`src/rtl/usb_hub_port_arbiter_if.sv`:
```
// Request/grant bundle between the downstream ports and the upstream-path arbiter.
interface usb_hub_port_arbiter_if #(
  parameter int N = 16
) ();
  localparam int IW = (N > 1) ? $clog2(N) : 1;

  logic [N-1:0]  port_req;
  logic [N-1:0]  port_eop;
  logic [N-1:0]  port_en;
  logic [N-1:0]  grant;
  logic          grant_valid;
  logic [IW-1:0] grant_idx;
  logic          timeout_err;

  modport master (
    output port_req, port_eop, port_en,
    input  grant, grant_valid, grant_idx, timeout_err
  );

  modport slave (
    input  port_req, port_eop, port_en,
    output grant, grant_valid, grant_idx, timeout_err
  );
endinterface

```
`src/rtl/usb_hub_port_arbiter.sv`:
```
// Round-robin owner of the hub upstream transmit path: one-hot grant held until eop.
// Optional hold watchdog enabled by defining USB_HUB_ARB_TIMEOUT_EN.
module usb_hub_port_arbiter #(
  parameter int NUM_USB_DEVICES = 16,
  parameter int IPG_CYCLES      = 2,
  parameter int MAX_HOLD_CYCLES = 1024
) (
  input logic                    clk,
  input logic                    rst_n,
  usb_hub_port_arbiter_if.slave  arb_if
);
  localparam int N  = NUM_USB_DEVICES;
  localparam int IW = (N > 1) ? $clog2(N) : 1;
  localparam int GW = (IPG_CYCLES > 1) ? $clog2(IPG_CYCLES) : 1;

  typedef enum logic [1:0] {IDLE, BUSY, GAP} state_e;

  state_e        state_q, state_d;
  logic [N-1:0]  grant_q, grant_d;
  logic [IW-1:0] idx_q, idx_d;
  logic [IW-1:0] ptr_q, ptr_d;
  logic [GW-1:0] gap_q, gap_d;
  logic [N-1:0]  elig;
  logic [IW-1:0] pick;
  logic          found;
  logic          tmo_hit;
  logic          tmo_d;
  logic          rel;

`ifdef USB_HUB_ARB_TIMEOUT_EN
  localparam int HW = $clog2(MAX_HOLD_CYCLES + 1);
  logic [HW-1:0] hold_q, hold_d;
  logic          tmo_q;
`endif

  assign elig = arb_if.port_req & arb_if.port_en;

  // First eligible port at or above the pointer, wrapping past N-1.
  always_comb begin
    pick  = '0;
    found = 1'b0;
    for (int i = 0; i < N; i++) begin
      int j;
      j = int'(ptr_q) + i;
      if (j >= N) j = j - N;
      if (!found && elig[j]) begin
        found = 1'b1;
        pick  = IW'(j);
      end
    end
  end

  always_comb begin
    state_d = state_q;
    grant_d = grant_q;
    idx_d   = idx_q;
    ptr_d   = ptr_q;
    gap_d   = gap_q;
    tmo_hit = 1'b0;
    tmo_d   = 1'b0;
    rel     = 1'b0;
`ifdef USB_HUB_ARB_TIMEOUT_EN
    hold_d  = hold_q;
`endif
    case (state_q)
      IDLE: if (found) begin
        grant_d = N'(1) << pick;
        idx_d   = pick;
        state_d = BUSY;
`ifdef USB_HUB_ARB_TIMEOUT_EN
        hold_d  = '0;
`endif
      end
      BUSY: begin
`ifdef USB_HUB_ARB_TIMEOUT_EN
        hold_d  = hold_q + 1'b1;
        tmo_hit = (hold_q == HW'(MAX_HOLD_CYCLES - 1));
`endif
        rel = arb_if.port_eop[idx_q] || !arb_if.port_en[idx_q] || tmo_hit;
        if (rel) begin
          grant_d = '0;
          ptr_d   = (idx_q == IW'(N - 1)) ? '0 : idx_q + 1'b1;
          gap_d   = '0;
          state_d = GAP;
          // A genuine eop or enable drop on the limit cycle is not an error.
          tmo_d   = tmo_hit && !arb_if.port_eop[idx_q] && arb_if.port_en[idx_q];
        end
      end
      GAP: begin
        if (gap_q == GW'(IPG_CYCLES - 1)) state_d = IDLE;
        else                              gap_d   = gap_q + 1'b1;
      end
      default: state_d = IDLE;
    endcase
  end

  always_ff @(posedge clk or negedge rst_n) begin
    if (!rst_n) begin
      state_q <= IDLE;
      grant_q <= '0;
      idx_q   <= '0;
      ptr_q   <= '0;
      gap_q   <= '0;
    end else begin
      state_q <= state_d;
      grant_q <= grant_d;
      idx_q   <= idx_d;
      ptr_q   <= ptr_d;
      gap_q   <= gap_d;
    end
  end

`ifdef USB_HUB_ARB_TIMEOUT_EN
  always_ff @(posedge clk or negedge rst_n) begin
    if (!rst_n) begin
      hold_q <= '0;
      tmo_q  <= 1'b0;
    end else begin
      hold_q <= hold_d;
      tmo_q  <= tmo_d;
    end
  end
  assign arb_if.timeout_err = tmo_q;
`else
  assign arb_if.timeout_err = 1'b0;
`endif

  assign arb_if.grant       = grant_q;
  assign arb_if.grant_valid = |grant_q;
  assign arb_if.grant_idx   = idx_q;
endmodule

```
`src/flat_wrapper.sv`:
```
// flat-port wrapper written by rule: the top's interface ports become plain ports
module usb_hub_port_arbiter_flat 
#(
  parameter int NUM_USB_DEVICES = 16,
  parameter int IPG_CYCLES      = 2,
  parameter int MAX_HOLD_CYCLES = 1024
)
  (clk, rst_n, arb_if_port_req, arb_if_port_eop, arb_if_port_en, arb_if_grant, arb_if_grant_valid, arb_if_grant_idx, arb_if_timeout_err);
  usb_hub_port_arbiter_if #(.N((16))) arb_if_i ();
  input logic clk;
  input logic rst_n;
  input wire logic [$bits(arb_if_i.port_req)-1:0] arb_if_port_req;
  input wire logic [$bits(arb_if_i.port_eop)-1:0] arb_if_port_eop;
  input wire logic [$bits(arb_if_i.port_en)-1:0] arb_if_port_en;
  output wire logic [$bits(arb_if_i.grant)-1:0] arb_if_grant;
  output wire logic [$bits(arb_if_i.grant_valid)-1:0] arb_if_grant_valid;
  output wire logic [$bits(arb_if_i.grant_idx)-1:0] arb_if_grant_idx;
  output wire logic [$bits(arb_if_i.timeout_err)-1:0] arb_if_timeout_err;
  assign arb_if_i.port_req = arb_if_port_req;
  assign arb_if_i.port_eop = arb_if_port_eop;
  assign arb_if_i.port_en = arb_if_port_en;
  assign arb_if_grant = arb_if_i.grant;
  assign arb_if_grant_valid = arb_if_i.grant_valid;
  assign arb_if_grant_idx = arb_if_i.grant_idx;
  assign arb_if_timeout_err = arb_if_i.timeout_err;
  usb_hub_port_arbiter #(.NUM_USB_DEVICES(NUM_USB_DEVICES), .IPG_CYCLES(IPG_CYCLES), .MAX_HOLD_CYCLES(MAX_HOLD_CYCLES)) u_core (.clk(clk), .rst_n(rst_n), .arb_if(arb_if_i));
endmodule
```
`config.mk`:
```
export PLATFORM = sky130hd
export DESIGN_NAME = usb_hub_port_arbiter_flat
export DESIGN_NICKNAME = d
export VERILOG_FILES = /design/src/rtl/usb_hub_port_arbiter_if.sv /design/src/rtl/usb_hub_port_arbiter.sv /design/src/flat_wrapper.sv
export SDC_FILE = /design/constraint.sdc
export NUM_CORES = 1
export LEC_CHECK = 0
export ABC_AREA = 1
export ABC_CLOCK_PERIOD_IN_PS = 3850
export CORE_AREA = 2 2 97 99
export CTS_CLUSTER_DIAMETER = 60
export CTS_CLUSTER_SIZE = 10
export DETAILED_ROUTE_END_ITERATION = 16
export DIE_AREA = 0 0 99 101
export PLACE_DENSITY = 0.74
export SETUP_SLACK_MARGIN = 0.1
export SLEW_MARGIN = 20
export SYNTH_ARGS = -nofsm -noshare
export SYNTH_HDL_FRONTEND = slang
export SYNTH_SLANG_ARGS = --single-unit
```
`constraint.sdc`:
```
create_clock -name clk -period 3.85 [get_ports clk]
set_clock_uncertainty 0.1 [all_clocks]
set_input_delay 0.77 -clock clk [delete_from_list [all_inputs] [get_ports clk]]
set_output_delay 0.77 -clock clk [all_outputs]
set_load 0.02 [all_outputs]
```
==> metrics.txt <==
Initial Util=0.4372; synthesized instance count=663; Critical Path Fanout Max=6; Post-Syn Nets=721; max cap viols=0; share of cells above drive strength 1=0.2591; total grt overflow=0; I/O Buffers=70; synthesized area=3925 µm²; vias in the first global route=4701; Crit Path Category=in -> reg; CTS Buf Count=3; Critical R2R Launch=u_core.ptr_q[1]; number of enable flip-flop cells after synthesis=0; r2r endpoint=u_core.arb_if.grant[14]; Setup WS pre-CTS=-0.1126 ns; clk sinks=27; DRT Pass-1 Iters=6; startpoint types=primary input; outcome=finished clean; clock-pin slew on the worst setup and hold paths=0.10 ns; drt drc=0; Crit path required time=3.97 ns; unrepaired setup endpoints after global routing=yes; Fmax achieved=275.1 MHz; Worst setup EP type=register; Primary FF master, synth=dfrtp_1; Die Span Y=101 µm; most common cell after layout, fill and taps aside=nand2_1; Row Count=35; Hold Crit Class=reg -> reg; largest net degree at the start of global routing=34; Hold Path Depth=1; max-slew violations=0; area delta synth->final=45.43%; Yosys Warn Count=0; CTS tree=yes; Worst R2R Path Depth=23; final hold vios=0; Tmin final=3.635 ns; Avg Cell Area, Syn=5.920 µm²; H-tree levels=1; crit share post-route=0.9442; first-pass GRT wire length=22.94 mm; post-synthesis cell type count=49; die area=9999 µm²; Nets=858; Hold EP=u_core.state_q[1]; FF+latch count, synth=27; Routed Antenna Nets=0; Slew @ Worst Pin=0.6415 ns; FF-to-FF setup slack=0.24 ns; relative slew slack=0.5719; post-DR wirelength/cell=16.60 µm; hold path start=u_core.gap_q; setup ws final=0.2150 ns; initial DRC count=386; FFs w/ async S/R, synth=1.000; CTS root buf=clkbuf_8; initial antenna violation count=0; via/cell ratio=5.695; final wirelength=15.11 mm; Post-DP HPWL=11.16 mm; Skew-Pair Late Insertion Delay=0.27 ns; Worst Setup SP=arb_if_port_req[8]; Placeable Area=8977 µm²; Final setup viols=0; Critical Path AT=3.76 ns; Total GRT Usage=0.2809; Ports=72; total number of vias=5182; Fin Hold WS=0.3713 ns; most frequent cells in the layout=nand2_1 (184), nand3_1 (135), buf_4 (79); Routability Congestion=0.9390; clk buf depth=2; Post-CTS Hold Fix Bufs=0; Seq/Total Area, Yosys=0.1721; Fillers=804; width of the die=99 µm; Antenna Cells=0
## layer usage
metal | GRT usage | vias up | wire length, µm
met3 | 0.02288 | 24 | 1143
met4 | 0.06006 | 0 | 277
li1 | - | 2505 | -
met5 | 0 | - | 0
met2 | 0.4693 | 254 | 7219
met1 | 0.3976 | 2399 | 6468
## synth_stat cells (all sizes together), types with 2 or more instances
library cell | n | area, µm²
a21boi | 2 | 18.77
a21oi | 4 | 20.02
buf | 18 | 148.9
clkbuf | 5 | 18.77
clkinv | 6 | 25.02
dfrtp | 27 | 675.7
ha | 8 | 100.1
inv | 61 | 236.5
nand2 | 212 | 835.8
nand3 | 173 | 938.4
nand4 | 35 | 252.8
nor2 | 58 | 281.5
nor3 | 3 | 25.02
nor4 | 5 | 31.28
o21ai | 27 | 142.6
o221ai | 4 | 35.03
xor2 | 6 | 78.83
## through the flow
stage / TNS, ns / instances / util / cell area (µm²)
floorplan: 0 / 663 / - / 3925
global placement: -0.9736 / 885 / 0.5656 / 5077
detailed placement: -1.454 / 885 / 0.5650 / 5072
CTS: 0 / 893 / 0.5738 / 5151
global route: 0 / 910 / 0.6358 / 5708
finish: 0 / 910 / 0.6358 / 5708
## sequential cells by signal, summed over array words and instances, names as in the netlist
name / cells
u_core.arb_if.grant: 16
u_core.arb_if.grant_idx: 4
u_core.gap_q: 1
u_core.ptr_q: 4
u_core.state_q: 2
## layout make-up
| type | count | area [µm²] | area share |
|---|---|---|---|
| multi-input cells | 546 | 3157 | 0.5530 |
| repair buffers | 155 | 1421 | 0.2490 |
| flip-flops and latches | 27 | 676.9 | 0.1186 |
| inverters | 67 | 269.0 | 0.04713 |
| well taps | 111 | 138.9 | 0.02433 |
| clock buffers | 4 | 45.04 | 0.007891 |
## critical path, cell delays in order
cell	delay, ns
clkdlybuf4s50_1	0.46
nand2_1	0.08
nand2_1	0.08
nand3_2	0.14
nand2_2	0.08
nand2_2	0.07
nand3_2	0.08
nand2_4	0.11
nand3_2	0.10
nor2_4	0.17
nand4_4	0.11
nor2_4	0.16
nand4_4	0.11
inv_4	0.10
nand3_4	0.09
nor2_4	0.20
nand4_1	0.15
nand3_2	0.14
nand2_1	0.11
nor2_1	0.19
nand4_1	0.14
nand2_1	0.09
## cells by family after synthesis
kind of cell | count (synthesis) | share of synthesized area
fa+ha+maj | 8 | 0.02550
simple gates | 489 | 0.6076
compound gates | 42 | 0.06440
flops | 27 | 0.1721
xor+xnor | 6 | 0.02008
buf+inv | 90 | 0.1093
other cells | 1 | 0.0009554
## how the worst max path moves through the flow
stage	endpoint	slack (ns)	cells past startpoint
after detailed placement	u_core.arb_if.grant[5]	-0.11	24
after CTS	u_core.arb_if.grant[1]	0.17	23
after global routing	u_core.arb_if.grant[14]	0.05	23
final	u_core.arb_if.grant[14]	0.21	22
after global placement	u_core.arb_if.grant[0]	-0.09	23
after floorplan	u_core.arb_if.grant[4]	0.18	27
## what timing repair did
action	in CTS	in global routing
buffers inserted	4	16
cloned	0	1
pin swaps	0	34
setup endpoints to repair	16	21
resized for setup	1	108
Power is not shown: default switching activity piles up to over one toggle a cycle in this logic, so the estimate is an artifact.
